File: src/rtl/aes_rnd_pkg.sv
// Shared widths, LFSR constants and FSM states for the DOM AES S-box randomness source.
// Bus widths are functions of share count, blinding coefficient count and bits per coefficient.
package aes_rnd_pkg;

  localparam logic [31:0] LFSR_POLY     = 32'h8020_0003;
  localparam logic [31:0] ZERO_SEED_SUB = 32'hDEAD_BEEF;

  typedef enum logic [1:0] {
    RND_IDLE,
    RND_LOAD,
    RND_RUN
  } rnd_state_e;

  function automatic int rnd_bus0_w(input int d);
    return 2 * d * (d - 1);
  endfunction

  function automatic int rnd_bus1_w(input int d);
    return d * (d - 1);
  endfunction

  function automatic int rnd_bus2_w(input int d, input int bc, input int bn);
    return 2 * d * (d - 1) + (2 + bc) * bn;
  endfunction

  function automatic int rnd_bus3_w(input int d);
    return 4 * d * (d - 1);
  endfunction

  function automatic int rnd_total_w(input int d, input int bc, input int bn);
    return rnd_bus0_w(d) + rnd_bus1_w(d) + rnd_bus2_w(d, bc, bn) + rnd_bus3_w(d);
  endfunction

  function automatic int rnd_num_lfsr(input int d, input int bc, input int bn);
    return (rnd_total_w(d, bc, bn) + 31) / 32;
  endfunction

endpackage

File: src/rtl/lfsr32_step32.sv
// Combinational 32-step advance of a right-shifting Galois LFSR (x^32+x^22+x^2+x+1).
module lfsr32_step32
  import aes_rnd_pkg::*;
(
  input  logic [31:0] state_i,
  output logic [31:0] state_o
);

  logic [31:0] s;

  always_comb begin
    s = state_i;
    for (int i = 0; i < 32; i++) begin
      s = {1'b0, s[31:1]} ^ (s[0] ? LFSR_POLY : 32'h0);
    end
    state_o = s;
  end

endmodule

File: src/rtl/aes_sbox_rnd_src.sv
// Seeded LFSR bank producing the fresh-randomness buses of the DOM AES S-box.
// Define AES_SBOX_RND_ZERO_EN to force all buses to 0 for unmasked debug (never in release).
module aes_sbox_rnd_src
  import aes_rnd_pkg::*;
#(
  parameter int D           = 2,
  parameter int BCOEFF      = 2,
  parameter int BLIND_N_RND = 4,
  localparam int RND_BUS0_W = rnd_bus0_w(D),
  localparam int RND_BUS1_W = rnd_bus1_w(D),
  localparam int RND_BUS2_W = rnd_bus2_w(D, BCOEFF, BLIND_N_RND),
  localparam int RND_BUS3_W = rnd_bus3_w(D)
) (
  input  logic                  clk,
  input  logic                  rst_n,
  input  logic                  seed_valid,
  output logic                  seed_ready,
  input  logic [31:0]           seed_word,
  input  logic                  rnd_ready,
  output logic                  rnd_valid,
  output logic [RND_BUS0_W-1:0] rnd_bus0w,
  output logic [RND_BUS1_W-1:0] rnd_bus1w,
  output logic [RND_BUS2_W-1:0] rnd_bus2w,
  output logic [RND_BUS3_W-1:0] rnd_bus3w
);

  localparam int TW = rnd_total_w(D, BCOEFF, BLIND_N_RND);
  localparam int NK = rnd_num_lfsr(D, BCOEFF, BLIND_N_RND);
  localparam int IW = (NK > 1) ? $clog2(NK) : 1;

  rnd_state_e          state_q, state_d;
  logic [NK-1:0][31:0] lfsr_q, lfsr_d, lfsr_nxt;
  logic [IW-1:0]       idx_q, idx_d;
  logic                rnd_valid_q, rnd_valid_d;
  logic                seed_ready_q, seed_ready_d;
  logic                seed_fire;
  logic [31:0]         seed_w;

  for (genvar g = 0; g < NK; g++) begin : g_step
    lfsr32_step32 u_step (.state_i(lfsr_q[g]), .state_o(lfsr_nxt[g]));
  end

  assign seed_fire = seed_valid && seed_ready_q;
  // An all-zero Galois state never leaves zero, so substitute a fixed nonzero word.
  assign seed_w    = (seed_word == 32'h0) ? ZERO_SEED_SUB : seed_word;

  always_comb begin
    state_d      = state_q;
    lfsr_d       = lfsr_q;
    idx_d        = idx_q;
    rnd_valid_d  = rnd_valid_q;
    seed_ready_d = 1'b1;
    unique case (state_q)
      RND_IDLE, RND_RUN: begin
        if (seed_fire) begin
          lfsr_d[0] = seed_w;
          if (NK == 1) begin
            state_d     = RND_RUN;
            idx_d       = '0;
            rnd_valid_d = 1'b1;
          end else begin
            state_d     = RND_LOAD;
            idx_d       = IW'(1);
            rnd_valid_d = 1'b0;
          end
        end else if (state_q == RND_RUN && rnd_valid_q && rnd_ready) begin
          lfsr_d = lfsr_nxt;
        end
      end
      RND_LOAD: begin
        if (seed_fire) begin
          lfsr_d[idx_q] = seed_w;
          if (idx_q == IW'(NK - 1)) begin
            state_d     = RND_RUN;
            idx_d       = '0;
            rnd_valid_d = 1'b1;
          end else begin
            idx_d = idx_q + 1'b1;
          end
        end
      end
      default: state_d = RND_IDLE;
    endcase
  end

  always_ff @(posedge clk or negedge rst_n) begin
    if (!rst_n) begin
      state_q      <= RND_IDLE;
      lfsr_q       <= '0;
      idx_q        <= '0;
      rnd_valid_q  <= 1'b0;
      seed_ready_q <= 1'b0;
    end else begin
      state_q      <= state_d;
      lfsr_q       <= lfsr_d;
      idx_q        <= idx_d;
      rnd_valid_q  <= rnd_valid_d;
      seed_ready_q <= seed_ready_d;
    end
  end

  assign rnd_valid  = rnd_valid_q;
  assign seed_ready = seed_ready_q;

`ifdef AES_SBOX_RND_ZERO_EN
  assign rnd_bus0w = '0;
  assign rnd_bus1w = '0;
  assign rnd_bus2w = '0;
  assign rnd_bus3w = '0;
`else
  logic [TW-1:0] s;
  assign s = TW'(lfsr_q);
  assign rnd_bus0w = s[RND_BUS0_W-1:0];
  assign rnd_bus1w = s[RND_BUS0_W+RND_BUS1_W-1:RND_BUS0_W];
  assign rnd_bus2w = s[RND_BUS0_W+RND_BUS1_W+RND_BUS2_W-1:RND_BUS0_W+RND_BUS1_W];
  assign rnd_bus3w = s[TW-1:RND_BUS0_W+RND_BUS1_W+RND_BUS2_W];
`endif

endmodule
File: config.mk
export PLATFORM = sky130hd
export DESIGN_NAME = aes_sbox_rnd_src
export DESIGN_NICKNAME = d
export VERILOG_FILES = /design/src/rtl/aes_rnd_pkg.sv /design/src/rtl/lfsr32_step32.sv /design/src/rtl/aes_sbox_rnd_src.sv
export SDC_FILE = /design/constraint.sdc
export NUM_CORES = 1
export LEC_CHECK = 0
export CORE_MARGIN = 2
export CORE_UTILIZATION = 50
export CTS_BUF_LIST = sky130_fd_sc_hd__clkbuf_4 sky130_fd_sc_hd__clkbuf_8
export DETAILED_ROUTE_END_ITERATION = 10
export DONT_BUFFER_PORTS = 1
export GPL_TIMING_DRIVEN = 0
export SLEW_MARGIN = 40
export SYNTH_ARGS = -nofsm -noshare
export SYNTH_HDL_FRONTEND = slang
export SYNTH_SLANG_ARGS = --single-unit
export TNS_END_PERCENT = 5
File: constraint.sdc
create_clock -name clk -period 6.35 [get_ports clk]
set_input_delay 1.27 -clock clk [delete_from_list [all_inputs] [get_ports clk]]
set_output_delay 1.27 -clock clk [all_outputs]
set_load 0.02 [all_outputs]
## Word-level counts from Yosys, hierarchy flattened

Index checks and enable logic that the tools add are counted.

| word-level totals | value |
|---|---|
| logic and storage cells | 179 |
| bits of input ports | 36 |
| register bits after elaboration | 69 |
| output and inout bits | 36 |

| cells by class | value |
|---|---|
| reduce and logical (&&, ||, !) cells | 13 |
| $lt $le $gt $ge | 2 |
| bitwise operators | 64 |
| eq/ne operators | 8 |
| add/subtract/negate cells | 1 |
| multiplexer cells | 85 |

Operators with widths:

| cell | number |
|---|---|
| $mux 32 | 68 |
| $xor 31x32->32 | 64 |
| $mux 64 | 2 |
| $pmux 64 s2 | 1 |
| $bwmux 64 | 1 |
| $demux 32 s1 | 1 |
| $logic_not 32->1 | 1 |
| $ne 2x2->1 const B | 5 |
| $reduce_and 3->1 | 3 |
| $reduce_and 4->1 | 2 |
| $mux 1 | 6 |
| $mux 2 | 3 |
| $logic_and 1x1->1 | 4 |
| $pmux 1 s2 | 2 |
| $pmux 2 s2 | 1 |
| $ne 3x3->1 const B | 1 |
| $eq 2x1->1 const B | 1 |
| $eq 2x2->1 const B | 1 |
| $logic_not 2->1 | 1 |
| $lt 1x2->1 const B | 1 |
| $reduce_bool 2->1 | 1 |
| $reduce_or 2->1 | 1 |
| $add 1x1->1 const B | 1 |
| $ge 1x1->1 const B | 1 |

## Depth between registers and ports, before layout

Gate-level depths: netlist of run 1.

| logic depth | value |
|---|---|
| word-level depth | 67 |
| mapped depth | 10 |
| gate-level depth less buffers | 8 |

## Cells and area by module

From an unflattened synthesis of run 1, not the netlist that was laid out.

| unflattened totals | value |
|---|---|
| cells, all modules | 541 |
| area total of the unflattened synthesis | 6,177.2 um2 |

By module, submodules not included:

| module | times used | area each (um2) | sequential area each (um2) | cells each |
|---|---|---|---|---|
| aes_sbox_rnd_src | 1 | 3,464.6 | 1,726.7 | 327 |
| lfsr32_step32 | 2 | 1,356.3 | 0.0 | 107 |

## Worst setup path after synthesis of run 1

OpenSTA, ideal clock, no wires.

| path | value |
|---|---|
| path type | flip-flop to flip-flop |
| from | reg lfsr_q, in the netlist rnd_bus0w[0] |
| to | reg lfsr_q, in the netlist rnd_bus0w[1] |
| slack | 2.836 ns |
| arrival time | 3.393 ns |
| clock period less this slack | 3.514 ns |
| path buffers | 2 |
| stages on the path, launching flop included | 11 |
| data required time | 6.229 ns |
| library setup time | 0.121 ns |
| path through | dfrtp_1 > buf_6 > xor3_1 > buf_6 > xnor3_1 > xnor3_2 > xnor3_2 > xnor3_2 > xnor3_1 > a21oi_1 > nor2_1 |

| on the way | value |
|---|---|
| cells in the longest elaborated chain, start to end | 67 |

RTL lines:

| element | line | text |
|---|---|---|
| start, declared | aes_sbox_rnd_src.sv:32 | `logic [NK-1:0][31:0] lfsr_q, lfsr_d, lfsr_nxt;` |
| start signal, assigned | aes_sbox_rnd_src.sv:95 | `lfsr_q <= lfsr_d;` |
| $mux 32 * | lfsr32_step32.sv:14 | `s = {1'b0, s[31:1]} ^ (s[0] ? LFSR_POLY : 32'h0);` |
| $xor 31x32->32 * | lfsr32_step32.sv:14 |  |
| $mux 32 | lfsr32_step32.sv:14 |  |
| $xor 31x32->32 * | lfsr32_step32.sv:14 |  |
| $mux 32 | lfsr32_step32.sv:14 |  |
| $xor 31x32->32 * | lfsr32_step32.sv:14 |  |
| $mux 32 | lfsr32_step32.sv:14 |  |
| $xor 31x32->32 * | lfsr32_step32.sv:14 |  |
| [51 not listed] | -- |  |
| $xor 31x32->32 * | lfsr32_step32.sv:14 |  |
| $mux 32 | lfsr32_step32.sv:14 |  |
| $xor 31x32->32 * | lfsr32_step32.sv:14 |  |
| $mux 32 | lfsr32_step32.sv:14 |  |
| $xor 31x32->32 * | lfsr32_step32.sv:14 |  |
| $mux 64 * | aes_sbox_rnd_src.sv:66 | `end else if (state_q == RND_RUN && rnd_valid_q && rnd_ready) begin` |
| $mux 32 * | aes_sbox_rnd_src.sv:55 | `if (seed_fire) begin` |
| $pmux 64 s2 * | aes_sbox_rnd_src.sv:53 | `unique case (state_q)` |

Mark *: on every way between the ends. The rest lies on a longest branch, timed or not. The select of a mux whose other input is x is not followed.
A chain may end at the register's enable or synchronous reset.

## Final worst setup path of run 1

| path | value |
|---|---|
| from | reg lfsr_q, in the netlist rnd_bus2w[2] |
| to | reg lfsr_q, in the netlist rnd_bus2w[14] |

| on the way | value |
|---|---|
| cells in the longest elaborated chain, start to end | 58 |

RTL lines:

| element | line |
|---|---|
| $xor 31x32->32 * (8 in series) | lfsr32_step32.sv:14 |
| $mux 32 * | lfsr32_step32.sv:14 |
| $xor 31x32->32 * | lfsr32_step32.sv:14 |
| $mux 32 | lfsr32_step32.sv:14 |
| $xor 31x32->32 * | lfsr32_step32.sv:14 |
| $mux 32 | lfsr32_step32.sv:14 |
| $xor 31x32->32 * | lfsr32_step32.sv:14 |
| $mux 32 | lfsr32_step32.sv:14 |
| [34 not listed] | -- |
| $xor 31x32->32 * | lfsr32_step32.sv:14 |
| $mux 32 | lfsr32_step32.sv:14 |
| $xor 31x32->32 * | lfsr32_step32.sv:14 |
| $mux 32 | lfsr32_step32.sv:14 |
| $xor 31x32->32 * (2 in series) | lfsr32_step32.sv:14 |
| $mux 64 * | aes_sbox_rnd_src.sv:66 |
| $mux 32 * | aes_sbox_rnd_src.sv:55 |
| $pmux 64 s2 * | aes_sbox_rnd_src.sv:53 |

Marked as above.

==> results of run 1 <==
## area by class of cell
class                      instances  area, um^2  share of cell area [%]
multi-input combinational        480        3920                    63.0
sequential                        69        1730                    27.8
clock buffer                      12         153                    2.46
buffer                            40         176                    2.84
clock inverter                     4        47.5                   0.765
inverter                           4        15.0                   0.242
tap                              143         179                    2.88
## routing by layer
metal	wire length [um]	vias up	global-route usage, %
li1	-	2078	-
met1	8440	2362	45.5
met2	7520	242	40.5
met3	2170	38	10.4
met4	443	0	9.84
met5	0	-	0
## final timing paths
kind	start	to	slack, ns
min in group asynchronous	rst_n	lfsr_q[44]$_DFFE_PN0P_	0.58
max reg2reg	rnd_bus2w[2]$_DFFE_PN0P_	rnd_bus2w[14]$_DFFE_PN0P_	2.52
min	lfsr_q[35]$_DFFE_PN0P_	lfsr_q[35]$_DFFE_PN0P_	0.50
max	rnd_bus2w[2]$_DFFE_PN0P_	rnd_bus2w[14]$_DFFE_PN0P_	2.52
max in group asynchronous	rst_n	rnd_bus3w[4]$_DFFE_PN0P_	5.58
min reg2reg	lfsr_q[35]$_DFFE_PN0P_	lfsr_q[35]$_DFFE_PN0P_	0.50
## worst max-delay path, cell delays in order, from the launching register on
cell,delay (ns)
dfrtp_1,0.45
buf_1,0.38
xor3_1,0.45
xnor3_2,0.40
xnor3_2,0.58
xnor3_2,0.51
xnor2_4,0.28
xnor2_1,0.14
a221oi_1,0.45
nor2_1,0.07
## state kept, by name, summed over array words and instances, names as in the netlist
| signal | flops |
|---|---|
| rnd_bus0w | 4 |
| rnd_bus1w | 2 |
| rnd_bus3w | 8 |
| lfsr_q | 30 |
| rnd_bus2w | 20 |
| rnd_valid | 1 |
| seed_ready | 1 |
| idx_q | 1 |
| state_q | 2 |
## through the flow
step                hold slack, ns  cells  util, %  setup slack (ns)  instance area, um^2
finish                       0.496    752     54.4              2.52                 6210
global route                 0.551    752     54.4              2.34                 6210
CTS                          0.504    752     54.3              2.39                 6200
detailed placement           0.485    736     52.6              2.46                 6000
global placement             0.479    736     52.6              2.51                 6000
floorplan                    0.460    593        -              2.84                 5830
## layout by cell type, fill, tap and decap left out, types with 3 or more instances in the layout
cell	count
xnor2_1	117
nor2_1	73
dfrtp_1	69
nand2_1	43
xor2_1	40
o21ai_0	31
clkbuf_1	30
xnor3_1	30
a21oi_1	20
o221ai_1	18
a31oi_1	15
o21a_1	12
a221oi_1	11
clkbuf_8	10
nor4_1	9
xnor3_2	7
nand3_1	6
o211ai_1	6
xnor2_2	4
inv_1	4
buf_2	3
xor3_1	3
nand4_1	3
o22ai_1	3
buf_1	3
## logic make-up after synthesis
logic type | count (synthesis) | share of synthesized area [%]
other | 1 | 0.0644
XOR/XNOR | 204 | 41.5
AO/OA/AOI/OAI | 127 | 14.6
multiplexers | 2 | 0.365
flip-flops | 69 | 29.6
AND/OR/NAND/NOR | 146 | 10.6
buffers and inverters | 44 | 3.29
==> flow_summary.ini, run 1 <==
[layout]
fillers = 1082
n_antenna_cell = 0
nets = 640
syn_to_final_growth_pct = 6.64
drive_above_1_share_pct = 6.40

[global_route]
gr-total-overflow = 0
grt_pass1_wl_mm = 28.0
grt_start_max_net_pins = 70
antenna_found_initial = 0
grt_pass1_vias = 4515
grt_use_total_pct = 30.2

[cts]
clk_path_buf_depth = 2
holdBufCountCts = 0
cts_resized = 0
clk_latency_ns = 0.38
h-tree-depth = 3
cts_sinks = 69
clkTransAtPathRegs_ns = 0.08
cts_tree = built
cts_root_buffer = clkbuf_8
post-cts-setup-buffers = 0
cts_made_buffers = 9

[floorplanning]
io_pins = 72
rows = 39
die_area_um2 = 12500
start_util_pct = 51.0
die_width_um = 112
die_y_um = 112
core-area_um2 = 11400

[routing]
ant_nets = 0
routed_via_density = 6.28
drc = 0
route.vias.total = 4720
wl_per_cell_um = 24.7
wl_mm = 18.6
first_pass_iters = 5
drtIter0Drc = 447

[timing]
final-max-slew-violation-count = 0
period_needed_ns = 3.83
setup_viol = 0
tightest_slew_ns = 0.807
setup_tns_ns = 0
finalCritPeriodShare_pct = 60.4
final-hold-violation-count = 0
fmax_mhz = 261
slew_headroom_pct = 45.8
fin_worst_skew_ns = 0.0139
rsz0062_at_grt = no

[place]
port_buffers = 0
place_congestion = 0.923
hpwlAfterDp_mm = 14.4

[synthesis]
ys_dominant_reg_cell = dfrtp_1
avgSynthCellArea_um2 = 9.82
yosysTopAreaCell = dfrtp_1
synth_cell_types = 48
yosysWarningCount = 0
synth.area.top_cells = dfrtp_1 30%, xnor2_1 18%, xnor3_1 12%, xor2_1 6.2%, nor2_1 4.7%
yosys.area.top_type_share_pct = 29.6
synth-edff-count = 0
synth_area_um2 = 5830
async_flop_share_pct = 100
syn_inst = 593
ys_top_cells_by_count = 117 x xnor2_1, 73 x nor2_1, 69 x dfrtp_1, 43 x nand2_1, 41 x xor2_1
ys_seq_area_share_pct = 29.6
yosysMostFrequentCell = xnor2_1
synth_seq_cells = 69
syn_nets = 629

[critical_path]
ff2ff_path_depth = 9
cp_max_fo = 6
worstSetupPathType = reg -> reg
startpoint_type = register
critPathRequiredTime_ns = 6.61
end_kind = register
cp.arrival_ns = 4.09

[worst_hold_path]
min_path_cells = 2
min-delay-path-class = reg -> reg

[run_status]
status = completed

[flow_run]
cap_violations = 0
Power of run 1 is not shown: default switching activity piles up to over one toggle a cycle in this logic, so the estimate is an artifact.
==> run 2: changes to the inputs <==
--- a/config.mk
+++ b/config.mk
@@ -11,6 +11,7 @@
 export DETAILED_ROUTE_END_ITERATION = 10
 export DONT_BUFFER_PORTS = 1
 export GPL_TIMING_DRIVEN = 0
+export PLACE_DENSITY = 0.68
 export SLEW_MARGIN = 40
 export SYNTH_ARGS = -nofsm -noshare
 export SYNTH_HDL_FRONTEND = slang
==> constraint.sdc (replaced) <==
create_clock -name clk -period 3.27 [get_ports clk]
set_input_delay 0.654 -clock clk [delete_from_list [all_inputs] [get_ports clk]]
set_output_delay 0.654 -clock clk [all_outputs]
set_load 0.02 [all_outputs]
==> flow_summary.ini, run 2 (synthesis results as in run 1) <==
[place]
hpwlAfterDp_mm = 14.0
place_congestion = 0.954
dpl_cell_area_um2 = 6010
port_buffers = 0

[floorplanning]
die_area_um2 = 12500
die_y_um = 112
rows = 39
core-area_um2 = 11400
start_util_pct = 51.0
io_pins = 72
die_width_um = 112

[routing]
drtIter0Drc = 534
wl_mm = 18.9
wl_per_cell_um = 24.8
routed_via_density = 6.33
route.vias.total = 4820
first_pass_iters = 5
drc = 0
ant_nets = 0

[timing]
final-hold-violation-count = 0
finalWorstSetupSlack_ns = -0.0687
tightest_slew_ns = 0.668
fmax_mhz = 300
final-max-slew-violation-count = 0
period_needed_ns = 3.34
setup_viol = 6
rsz0062_at_grt = yes
hold_ws_ns = 0.159
fin_worst_skew_ns = 0.00853
slew_headroom_pct = 55.5
finalCritPeriodShare_pct = 102

[cts]
clk_path_buf_depth = 2
h-tree-depth = 3
cts_tree = built
cts_root_buffer = clkbuf_8
cts_made_buffers = 9
cts_sinks = 69
clkTransAtPathRegs_ns = 0.07
clk_latency_ns = 0.37

[layout]
fin_area_um2 = 6600
largest_reg_flops = 30
drive_above_1_share_pct = 14.7
n_antenna_cell = 0
largest-register = lfsr_q
final_cell_mix = 104 x xnor2_1, 73 x nor2_1, 62 x dfrtp_1
syn_to_final_growth_pct = 13.3
layout_commonest_cell = xnor2_1
nets = 650
fillers = 1000

[critical_path]
crit_chain = buf_8, xor3_1, buf_6, xnor3_1, xnor3_2, xnor3_2, xor3_4, xnor2_4, a221oi_2, nor2_1
worst_path_largest_cell_delay_ns = 0.53
worstSetupPathType = reg -> reg
cp_max_fo = 7
startpoint_type = register
end_kind = register
slowest_stage = xor3_4
critPathRequiredTime_ns = 3.53
cp.arrival_ns = 3.59
path_depth = 10
cp_common_cell = xnor3_2
cp_top_family = XOR/XNOR gates
ff2ff_path_depth = 10
cp_num_buf_inv = 2

[global_route]
grt_start_max_net_pins = 70
antenna_found_initial = 0
gr-total-overflow = 0
grt_pass1_vias = 4872
grt_use_total_pct = 30.6
grt_pass1_wl_mm = 28.8

[run_status]
violations = setup timing
status = finished, violations left

[worst_hold_path]
min-delay-path-class = in -> async

[flow_run]
cap_violations = 0
## run 2: cell types whose count changed in the layout (fill, tap and decap cells not counted), moves of 4 or more
cell	before	now
dfrtp_2	0	7
xnor2_1	117	104
xnor2_2	4	9
xor2_1	40	36
buf_4	2	11
dfrtp_1	69	62
xnor3_1	30	19
xnor3_2	7	18
xnor2_4	1	9
## run 2: what timing repair did
item	in CTS	in global routing
endpoints found under the setup margin	29	26
hold buffers	1	0
pin swaps	8	13
gates resized for setup	28	22
hold endpoints to repair	69	0
setup buffers	5	5
## run 2: routing by layer
layer	GRT usage (%)	routed length, um
met3	10.9	2490
met1	43.3	7770
met4	12.4	567
met2	43.0	8060
met5	0	0
## run 2: worst reg2reg max path, delay by kind of cell (launching register included)
family / cells / cell delay (ns)
AND/OR/NAND/NOR: 1 / 0.07
buffers and inverters: 2 / 0.31
AO/OA/AOI/OAI: 1 / 0.32
XOR/XNOR: 6 / 2.06
flip-flops: 1 / 0.44
## run 2: per-stage QoR
| stage | TNS, ns | cells | setup slack [ns] | utilization [%] |
|---|---|---|---|---|
| floorplan | -0.0692 | 593 | -0.0692 | - |
| global placement | -7.04 | 736 | -0.705 | 52.6 |
| detailed placement | -5.91 | 736 | -0.485 | 52.7 |
| CTS | -0.330 | 757 | -0.0905 | 56.6 |
| global route | -1.12 | 762 | -0.186 | 57.8 |
| finish | -0.214 | 762 | -0.0687 | 57.8 |
## run 2: path summary, 6_finish.rpt
path | to | start | slack (ns)
worst max-delay path | rnd_bus3w[3]$_DFFE_PN0P_ | rnd_bus0w[0]$_DFFE_PN0P_ | -0.07
worst min-delay path | lfsr_q[57]$_DFFE_PN0P_ | rst_n | 0.16
worst max register to register | rnd_bus3w[3]$_DFFE_PN0P_ | rnd_bus0w[0]$_DFFE_PN0P_ | -0.07
worst min register to register | lfsr_q[48]$_DFFE_PN0P_ | lfsr_q[48]$_DFFE_PN0P_ | 0.52
max in group asynchronous | rnd_bus2w[2]$_DFFE_PN0P_ | rst_n | 2.78
min in group clk | rnd_bus3w[3]$_DFFE_PN0P_ | seed_word[29] | 0.46
## run 2: final cells by class
| cell class | instances | area, um^2 | area share (%) |
|---|---|---|---|
| inverters | 4 | 15.0 | 0.227 |
| clock buffers | 16 | 201 | 3.05 |
| plain buffers | 39 | 179 | 2.71 |
| multi-input cells | 480 | 4180 | 63.3 |
| well taps | 143 | 179 | 2.71 |
| flip-flops and latches | 69 | 1740 | 26.3 |
| repair buffers | 11 | 115 | 1.74 |
Power of run 2 is left out for the same reason.
